File: config.mk
export PLATFORM = sky130hd
export DESIGN_NAME = fp_mult_sequencer_flat
export DESIGN_NICKNAME = d
export VERILOG_FILES = /design/src/rtl/fp_mult_sequencer_if.sv /design/src/rtl/fp_mult_sequencer.sv /design/src/flat_wrapper.sv
export SDC_FILE = /design/constraint.sdc
export NUM_CORES = 1
export LEC_CHECK = 0
export ABC_AREA = 1
export BUFFER_PORTS_ARGS = -buffer_cell sky130_fd_sc_hd__clkbuf_2
export CORE_MARGIN = 4
export CORE_UTILIZATION = 37
export CTS_BUF_LIST = sky130_fd_sc_hd__clkbuf_16
export DETAILED_ROUTE_END_ITERATION = 8
export GPL_ROUTABILITY_DRIVEN = 0
export SETUP_SLACK_MARGIN = 0.02
export SYNTH_ARGS = -nofsm -noshare
export SYNTH_HDL_FRONTEND = slang
export SYNTH_SLANG_ARGS = --single-unit
File: constraint.sdc
create_clock -name clk -period 6.6 [get_ports clk]
set_input_delay 0.99 -clock clk [delete_from_list [all_inputs] [get_ports clk]]
set_output_delay 0.99 -clock clk [all_outputs]
set_load 0.005 [all_outputs]
File: src/rtl/fp_mult_sequencer_if.sv
// Handshake bundle for fp_mult_sequencer: operand input, multiplier side-channel and result output.
interface fp_mult_sequencer_if #(
  parameter int unsigned DEPTH = 4
) ();
  localparam int unsigned PEND_W = $clog2(DEPTH) + 1;

  logic              in_valid;
  logic              in_ready;
  logic [31:0]       in_a;
  logic [31:0]       in_b;

  logic              mul_start;
  logic [31:0]       mul_a;
  logic [31:0]       mul_b;
  logic              mul_ready;
  logic              mul_busy;
  logic [31:0]       mul_y;

  logic              out_valid;
  logic              out_ready;
  logic [31:0]       out_y;
  logic              out_nan;
  logic              out_inf;
  logic              out_zero;
  logic              out_timeout;
  logic [PEND_W-1:0] pending;

  modport slave (
    input  in_valid, in_a, in_b, mul_ready, mul_busy, mul_y, out_ready,
    output in_ready, mul_start, mul_a, mul_b, out_valid, out_y,
           out_nan, out_inf, out_zero, out_timeout, pending
  );

  modport master (
    output in_valid, in_a, in_b, mul_ready, mul_busy, mul_y, out_ready,
    input  in_ready, mul_start, mul_a, mul_b, out_valid, out_y,
           out_nan, out_inf, out_zero, out_timeout, pending
  );
endinterface

File: src/rtl/fp_mult_sequencer.sv
// Queues FP32 operand pairs and feeds them one at a time to an external multiplier,
// holding each result (with class flags) until the consumer accepts it.
module fp_mult_sequencer #(
  parameter int unsigned DEPTH   = 4,
  parameter int unsigned TIMEOUT = 64
) (
  input logic                clk,
  input logic                rst,
  fp_mult_sequencer_if.slave bus
);
  localparam int unsigned PTR_W     = $clog2(DEPTH);
  localparam int unsigned CNT_W     = $clog2(DEPTH) + 1;
  localparam int unsigned TMO_W     = $clog2(TIMEOUT + 1);
  localparam logic [31:0] TIMEOUT_Y = 32'h7F80_0001;

  typedef enum logic [1:0] {IDLE, ISSUE, WAIT, DRAIN} state_e;

  state_e             state_q, state_d;
  logic [PTR_W-1:0]   wr_ptr_q, wr_ptr_d;
  logic [PTR_W-1:0]   rd_ptr_q, rd_ptr_d;
  logic [CNT_W-1:0]   count_q, count_d;
  logic [TMO_W-1:0]   tmo_cnt_q, tmo_cnt_d;
  logic               in_ready_q, in_ready_d;
  logic               mul_start_q, mul_start_d;
  logic [31:0]        mul_a_q, mul_a_d;
  logic [31:0]        mul_b_q, mul_b_d;
  logic               out_valid_q, out_valid_d;
  logic [31:0]        out_y_q, out_y_d;
  logic               nan_q, nan_d;
  logic               inf_q, inf_d;
  logic               zero_q, zero_d;
  logic               timeout_q, timeout_d;

  logic [63:0]        mem_q [DEPTH];
  logic [63:0]        head;
  logic               push;
  logic               pop;
  logic               load;
  logic               cap_to;
  logic [31:0]        cap_y;

  assign head = mem_q[rd_ptr_q];

  always_comb begin
    state_d     = state_q;
    tmo_cnt_d   = tmo_cnt_q;
    mul_start_d = 1'b0;
    mul_a_d     = mul_a_q;
    mul_b_d     = mul_b_q;
    out_valid_d = out_valid_q;
    out_y_d     = out_y_q;
    nan_d       = nan_q;
    inf_d       = inf_q;
    zero_d      = zero_q;
    timeout_d   = timeout_q;
    push        = bus.in_valid && in_ready_q;
    pop         = 1'b0;
    load        = 1'b0;
    cap_to      = 1'b0;
    cap_y       = '0;

    if (out_valid_q && bus.out_ready) out_valid_d = 1'b0;

    // mul_start is registered, so the head is popped on the edge entering ISSUE
    case (state_q)
      IDLE: begin
        if (count_q != '0 && !out_valid_q && !bus.mul_busy) begin
          pop         = 1'b1;
          mul_a_d     = head[63:32];
          mul_b_d     = head[31:0];
          mul_start_d = 1'b1;
          state_d     = ISSUE;
        end
      end
      ISSUE: begin
        tmo_cnt_d = '0;
        state_d   = WAIT;
      end
      WAIT: begin
        if (bus.mul_ready) begin
          load    = 1'b1;
          cap_y   = bus.mul_y;
          state_d = IDLE;
        end else if (tmo_cnt_q == TMO_W'(TIMEOUT - 1)) begin
          load    = 1'b1;
          cap_y   = TIMEOUT_Y;
          cap_to  = 1'b1;
          state_d = DRAIN;
        end else begin
          tmo_cnt_d = TMO_W'(tmo_cnt_q + 1'b1);
        end
      end
      DRAIN: begin
        if (!bus.mul_busy && !bus.mul_ready) state_d = IDLE;
      end
      default: state_d = IDLE;
    endcase

    if (load) begin
      out_valid_d = 1'b1;
      out_y_d     = cap_y;
      nan_d       = (cap_y[30:23] == 8'hFF) && (cap_y[22:0] != 23'h0);
      inf_d       = (cap_y[30:23] == 8'hFF) && (cap_y[22:0] == 23'h0);
      zero_d      = (cap_y[30:23] == 8'h00) && (cap_y[22:0] == 23'h0);
      timeout_d   = cap_to;
    end

    wr_ptr_d   = PTR_W'(wr_ptr_q + PTR_W'(push));
    rd_ptr_d   = PTR_W'(rd_ptr_q + PTR_W'(pop));
    count_d    = CNT_W'(count_q + CNT_W'(push) - CNT_W'(pop));
    in_ready_d = (count_d < CNT_W'(DEPTH));
  end

  always_ff @(posedge clk or posedge rst) begin
    if (rst) begin
      state_q     <= IDLE;
      wr_ptr_q    <= '0;
      rd_ptr_q    <= '0;
      count_q     <= '0;
      tmo_cnt_q   <= '0;
      in_ready_q  <= 1'b0;
      mul_start_q <= 1'b0;
      mul_a_q     <= '0;
      mul_b_q     <= '0;
      out_valid_q <= 1'b0;
      out_y_q     <= '0;
      nan_q       <= 1'b0;
      inf_q       <= 1'b0;
      zero_q      <= 1'b0;
      timeout_q   <= 1'b0;
    end else begin
      state_q     <= state_d;
      wr_ptr_q    <= wr_ptr_d;
      rd_ptr_q    <= rd_ptr_d;
      count_q     <= count_d;
      tmo_cnt_q   <= tmo_cnt_d;
      in_ready_q  <= in_ready_d;
      mul_start_q <= mul_start_d;
      mul_a_q     <= mul_a_d;
      mul_b_q     <= mul_b_d;
      out_valid_q <= out_valid_d;
      out_y_q     <= out_y_d;
      nan_q       <= nan_d;
      inf_q       <= inf_d;
      zero_q      <= zero_d;
      timeout_q   <= timeout_d;
    end
  end

  // Operand storage needs no reset; the pointers define which entries are live
  always_ff @(posedge clk) begin
    if (push) mem_q[wr_ptr_q] <= {bus.in_a, bus.in_b};
  end

  assign bus.in_ready    = in_ready_q;
  assign bus.mul_start   = mul_start_q;
  assign bus.mul_a       = mul_a_q;
  assign bus.mul_b       = mul_b_q;
  assign bus.out_valid   = out_valid_q;
  assign bus.out_y       = out_y_q;
  assign bus.out_nan     = nan_q;
  assign bus.out_inf     = inf_q;
  assign bus.out_zero    = zero_q;
  assign bus.out_timeout = timeout_q;
  assign bus.pending     = count_q;
endmodule
File: src/flat_wrapper.sv
// flat-port wrapper written by rule: the top's interface ports become plain ports
module fp_mult_sequencer_flat 
#(
  parameter int unsigned DEPTH   = 4,
  parameter int unsigned TIMEOUT = 64
)
  (clk, rst, bus_in_valid, bus_in_a, bus_in_b, bus_mul_ready, bus_mul_busy, bus_mul_y, bus_out_ready, bus_in_ready, bus_mul_start, bus_mul_a, bus_mul_b, bus_out_valid, bus_out_y, bus_out_nan, bus_out_inf, bus_out_zero, bus_out_timeout, bus_pending);
  fp_mult_sequencer_if #(.DEPTH(DEPTH)) bus_i ();
  input logic clk;
  input logic rst;
  input wire logic [$bits(bus_i.in_valid)-1:0] bus_in_valid;
  input wire logic [$bits(bus_i.in_a)-1:0] bus_in_a;
  input wire logic [$bits(bus_i.in_b)-1:0] bus_in_b;
  input wire logic [$bits(bus_i.mul_ready)-1:0] bus_mul_ready;
  input wire logic [$bits(bus_i.mul_busy)-1:0] bus_mul_busy;
  input wire logic [$bits(bus_i.mul_y)-1:0] bus_mul_y;
  input wire logic [$bits(bus_i.out_ready)-1:0] bus_out_ready;
  output wire logic [$bits(bus_i.in_ready)-1:0] bus_in_ready;
  output wire logic [$bits(bus_i.mul_start)-1:0] bus_mul_start;
  output wire logic [$bits(bus_i.mul_a)-1:0] bus_mul_a;
  output wire logic [$bits(bus_i.mul_b)-1:0] bus_mul_b;
  output wire logic [$bits(bus_i.out_valid)-1:0] bus_out_valid;
  output wire logic [$bits(bus_i.out_y)-1:0] bus_out_y;
  output wire logic [$bits(bus_i.out_nan)-1:0] bus_out_nan;
  output wire logic [$bits(bus_i.out_inf)-1:0] bus_out_inf;
  output wire logic [$bits(bus_i.out_zero)-1:0] bus_out_zero;
  output wire logic [$bits(bus_i.out_timeout)-1:0] bus_out_timeout;
  output wire logic [$bits(bus_i.pending)-1:0] bus_pending;
  assign bus_i.in_valid = bus_in_valid;
  assign bus_i.in_a = bus_in_a;
  assign bus_i.in_b = bus_in_b;
  assign bus_i.mul_ready = bus_mul_ready;
  assign bus_i.mul_busy = bus_mul_busy;
  assign bus_i.mul_y = bus_mul_y;
  assign bus_i.out_ready = bus_out_ready;
  assign bus_in_ready = bus_i.in_ready;
  assign bus_mul_start = bus_i.mul_start;
  assign bus_mul_a = bus_i.mul_a;
  assign bus_mul_b = bus_i.mul_b;
  assign bus_out_valid = bus_i.out_valid;
  assign bus_out_y = bus_i.out_y;
  assign bus_out_nan = bus_i.out_nan;
  assign bus_out_inf = bus_i.out_inf;
  assign bus_out_zero = bus_i.out_zero;
  assign bus_out_timeout = bus_i.out_timeout;
  assign bus_pending = bus_i.pending;
  fp_mult_sequencer #(.DEPTH(DEPTH), .TIMEOUT(TIMEOUT)) u_core (.clk(clk), .rst(rst), .bus(bus_i));
endmodule
==> flow_summary_export.csv <==
group,metric,value,unit
detailed_routing,route.vias.total,9474,
power_and_ir_drop,p_leak,6.99,nW
power_and_ir_drop,power.total,0.00774,W
detailed_routing,routedWlPerCell,17.6,um
clock_network,post-cts-setup-buffer-count,0,
critical_path,cp-start-kind,"flip-flop",
clock_network,clk_root_buffer_cell,"clkbuf_16",
critical_path,path_delay_family,"adder cells",
clock_network,clock_sink_count,375,
power_and_ir_drop,power_frac_seq,44.3,%
floorplanning,core-area,38600,um2
critical_path,timing_startpoint_of_the_critical_path,"u_core.bus.pending[1]$_DFF_PP0_",
clock_network,clock_insertion_delay_worst_skew,0.57,ns
power_and_ir_drop,internal_power,0.00510,W
clock_network,htree_num_levels,2,
synth,post_synth_xor_area_fraction,0.423,%
power_and_ir_drop,sw_frac_of_total,34.0,%
detailed_routing,initialDrtViolationCount,562,
critical_path,series_of_cell_instances_along_the_critical_path,"nor2_1 > nand2_1 > nand2_1 > nor3_4 > buf_4 > ha_1 > inv_1 > ha_1 > inv_1 > fa_1 > xor2_1 > inv_1",
place,io_buffers,207,
synth,synth.yosys.warnings,0,
floorplanning,floorplan.die_area,42400,um2
critical_path,internal_reg_to_reg_setup_slack,3.90,ns
floorplanning,dieWidth,206,um
sta,finalWorstSetupSlack,3.90,ns
global_route,maximum_number_of_pins_on_one_net_before_global_route_repair,81,
critical_path,crit_end,"u_core.bus.in_ready$_DFF_PP0_",
sta,setup_viol,0,
synth,largest_family_of_logic_cells_by_synthesized_area,"compound AO/OA/AOI/OAI gates",
global_route,grt_antenna_before_repair,5,
critical_path,worstRegToRegCells,12,
sta,final.setup.tns,0,ns
global_route,grt_pass1_vias,9379,
synth,netlist.top_cell.by_area,"edfxtp_1",
cells_and_area,finalNetCount,1502,
synth,synth.cell_area,14500,um2
global_route,global_route_overflow,0,
critical_path,kind_of_end_point_of_the_critical_path,"flip-flop",
place,dp_worst_slack,3.28,ns
detailed_routing,dr_wl_met2,16.3,mm
synth,synthMuxAreaShare,0,%
sta,worst_slew_pin_slew,0.845,ns
critical_path,cp.required,7.05,ns
clock_network,postCtsHoldBufs,0,
sta,fmaxAchievable,0.371,GHz
critical_path,critical-path-slowest-cell,"buf_4",
place,place.detailed.hpwl,19.9,mm
synth,synthDistinctLibCells,33,
power_and_ir_drop,power.ir.vdd_worst,0.250,mV
global_route,grtUsageTotal,16.1,%
synth,net_count_after_synthesis,1301,
synth,synth_area_leaders,"edfxtp_1, dfrtp_1, o21ai_0",
synth,synth.ff_latch_count,375,
cells_and_area,area_delta_synth_final,19.7,%
sta,final.min_clock_period,2.70,ns
critical_path,timing.critical_path.arrival,3.15,ns
power_and_ir_drop,power-per-cell-area,446,nW/um2
floorplanning,initial_core_util,37.5,%
cells_and_area,final_layout_size_suffix_gt1_share,21.1,%
hold_path,min_path_type,"reg2reg",
critical_path,r2r-start,"u_core.bus.pending[1]$_DFF_PP0_",
power_and_ir_drop,comb_power_share,27.6,%
synth,yosysTopAreaCellShare,53.1,%
synth,synth_seq_area_share,73.6,%
detailed_routing,dr.pass1.iters,5,
detailed_routing,routed_via_density,4.86,
critical_path,worst-setup-path-type,"reg2reg",
detailed_routing,drc_errors,0,
power_and_ir_drop,power_frac_clock,28.1,%
synth,synth-adder-area-share,0.484,%
critical_path,crit_buf_inv,4,
clock_network,cts_tree,"done",
job,maxCapViolations,0,
clock_network,cts_max_path_buffers,3,
sta,setup_repair_after_global_routing_missed_its_margin,"false",
critical_path,path_depth,12,
floorplanning,boundaryPins,208,
detailed_routing,drtAntennaViolNets,0,
detailed_routing,finalWirelength,34.3,mm
sta,slew_headroom,43.7,%
detailed_routing,wl_met1,14.6,mm
sta,finalCritPeriodShare,40.9,%
cells_and_area,design_area,17300,um2
synth,synth_area_per_cell,12.1,um2
run_status,run_status,"completed",
clock_network,path_clk_slew,0.06,ns
synth,post_synth_inst_count,1194,
floorplanning,die_y,206,um
sta,worst_clock_skew,0.0187,ns
sta,timing.final.max_slew_violations,0,
clock_network,cts_made_buffers,42,
floorplanning,row_count,72,
place,placedInstanceArea,16000,um2
critical_path,rr_endpoint,"u_core.bus.in_ready$_DFF_PP0_",
synth,post_synthesis_compound_gate_area_fraction,11.8,%
sta,timing.final.hold_violations,0,
synth,yosys.area_share.simple,8.90,%
global_route,global_route_wire_length_before_repair,53.3,mm
power_and_ir_drop,p_sw,0.00264,W
critical_path,timing.critical_path.mode_cell,"inv_1",
critical_path,worst_path_largest_cell_delay,0.54,ns
detailed_routing,maxUsedRoutingLayer,"met5",
clock_network,cts_resized,0,
critical_path,path_max_fanout,64,
detailed_routing,wl_met3,2.55,mm
[cell type report]
type | instances | area, um2
fillers | 3553 | 21300
multi-input cells | 648 | 3160
clock buffers | 42 | 1050
well taps | 518 | 648
clock inverters | 36 | 249
repair buffers | 222 | 1150
inverters | 106 | 405
flip-flops and latches | 375 | 10700
diodes | 3 | 7.51
[cell usage in the layout (no fill, tap or decap), types with 3 or more instances in the layout]
master | Yosys | final
a21oi_1 | 12 | 12
a22o_1 | 3 | 3
buf_4 | 1 | 15
clkbuf_16 | 0 | 42
clkbuf_2 | 0 | 207
clkinv_1 | 0 | 5
clkinv_2 | 0 | 5
dfrtp_1 | 119 | 117
diode_2 | 0 | 3
edfxtp_1 | 256 | 256
ha_1 | 4 | 4
inv_1 | 102 | 118
inv_2 | 4 | 5
nand2_1 | 136 | 136
nand2_2 | 4 | 4
nand3_1 | 15 | 15
nand4_1 | 3 | 3
nor2_1 | 147 | 147
nor3_2 | 1 | 4
o211ai_1 | 5 | 5
o21ai_0 | 202 | 202
o21ai_1 | 26 | 26
o22ai_1 | 65 | 65
xor2_1 | 5 | 5
[per-stage QoR]
step / hold slack (ns) / util (%) / cells
floorplan: 0.465 / - / 1194
global placement: 0.459 / 41.5 / 1869
detailed placement: 0.463 / 41.5 / 1869
CTS: 0.478 / 44.9 / 1947
global route: 0.503 / 44.9 / 1948
finish: 0.483 / 44.9 / 1950
[state kept, by name (all words and copies together), names as in the netlist]
name                    flops
u_core.bus.mul_a           32
u_core.bus.out_timeout      1
u_core.wr_ptr_q             2
u_core.bus.out_valid        1
u_core.bus.pending          3
u_core.rd_ptr_q             2
u_core.bus.in_ready         1
u_core.bus.mul_b           32
u_core.bus.out_inf          1
u_core.bus.out_zero         1
u_core.bus.out_nan          1
u_core.bus.mul_start        1
u_core.state_q              2
u_core.mem_q              256
u_core.tmo_cnt_q            7
u_core.bus.out_y           32
[power by group through the flow]
| stage | registers (W) | clock network (W) | logic, W |
|---|---|---|---|
| floorplan | 0.00342 | 0 | 0.00137 |
| global placement | 0.00347 | 0 | 0.00216 |
| detailed placement | 0.00347 | 0 | 0.00220 |
| CTS | 0.00343 | 0.00225 | 0.00221 |
| global route | 0.00349 | 0.00236 | 0.00247 |
| finish | 0.00343 | 0.00218 | 0.00214 |
[worst reg2reg max path, delay by kind of cell, from the launching register on]
kind                       cells  cell delay (ns)
xor gates and xnor gates       1             0.20
buffers and inverters          4             0.71
DFF                            1             0.43
and+or+nand+nor                4             0.41
adders and majority gates      3             0.86
[how the worst min path moves through the flow]
stage | startpoint | to | slack (ns) | cells past startpoint
5_1_grt | u_core.bus.out_y[12]$_DFFE_PP0P_ | u_core.bus.out_y[12]$_DFFE_PP0P_ | 0.50 | 2
6_report | u_core.bus.out_y[30]$_DFFE_PP0P_ | u_core.bus.out_y[30]$_DFFE_PP0P_ | 0.48 | 2
2_1_floorplan | u_core.bus.out_timeout$_DFFE_PP0P_ | u_core.bus.out_timeout$_DFFE_PP0P_ | 0.47 | 2
3_5_place_dp | u_core.bus.out_timeout$_DFFE_PP0P_ | u_core.bus.out_timeout$_DFFE_PP0P_ | 0.46 | 2
3_3_place_gp | u_core.bus.out_timeout$_DFFE_PP0P_ | u_core.bus.out_timeout$_DFFE_PP0P_ | 0.46 | 2
4_1_cts | u_core.bus.out_timeout$_DFFE_PP0P_ | u_core.bus.out_timeout$_DFFE_PP0P_ | 0.48 | 2
[layer usage]
layer,vias up,global-route usage [%]
met4,6,4.97
met1,4593,20.4
met3,56,5.08
li1,4571,-
met2,248,26.7
met5,-,0
[cells by family after synthesis]
| group | after synthesis |
|---|---|
| XOR/XNOR | 7 |
| flip-flops | 375 |
| AND/OR/NAND/NOR | 318 |
| adder cells (fa/ha/maj) | 5 |
| AO/OA/AOI/OAI | 318 |
| buffers and inverters | 171 |
[cells in the mapped netlist (all sizes together)]
cell type / number
o21a: 2
o211ai: 5
edfxtp: 256
o31ai: 1
ha: 4
fa: 1
nand4: 3
nand2: 141
nand3: 17
clkbuf: 41
buf: 24
a21oi: 12
xor2: 5
o21ai: 228
a21o: 2
inv: 106
xnor2: 2
a22o: 3
o22ai: 65
nor3: 6
nor2: 151
dfrtp: 119
Power figures use the tool's default switching activity.
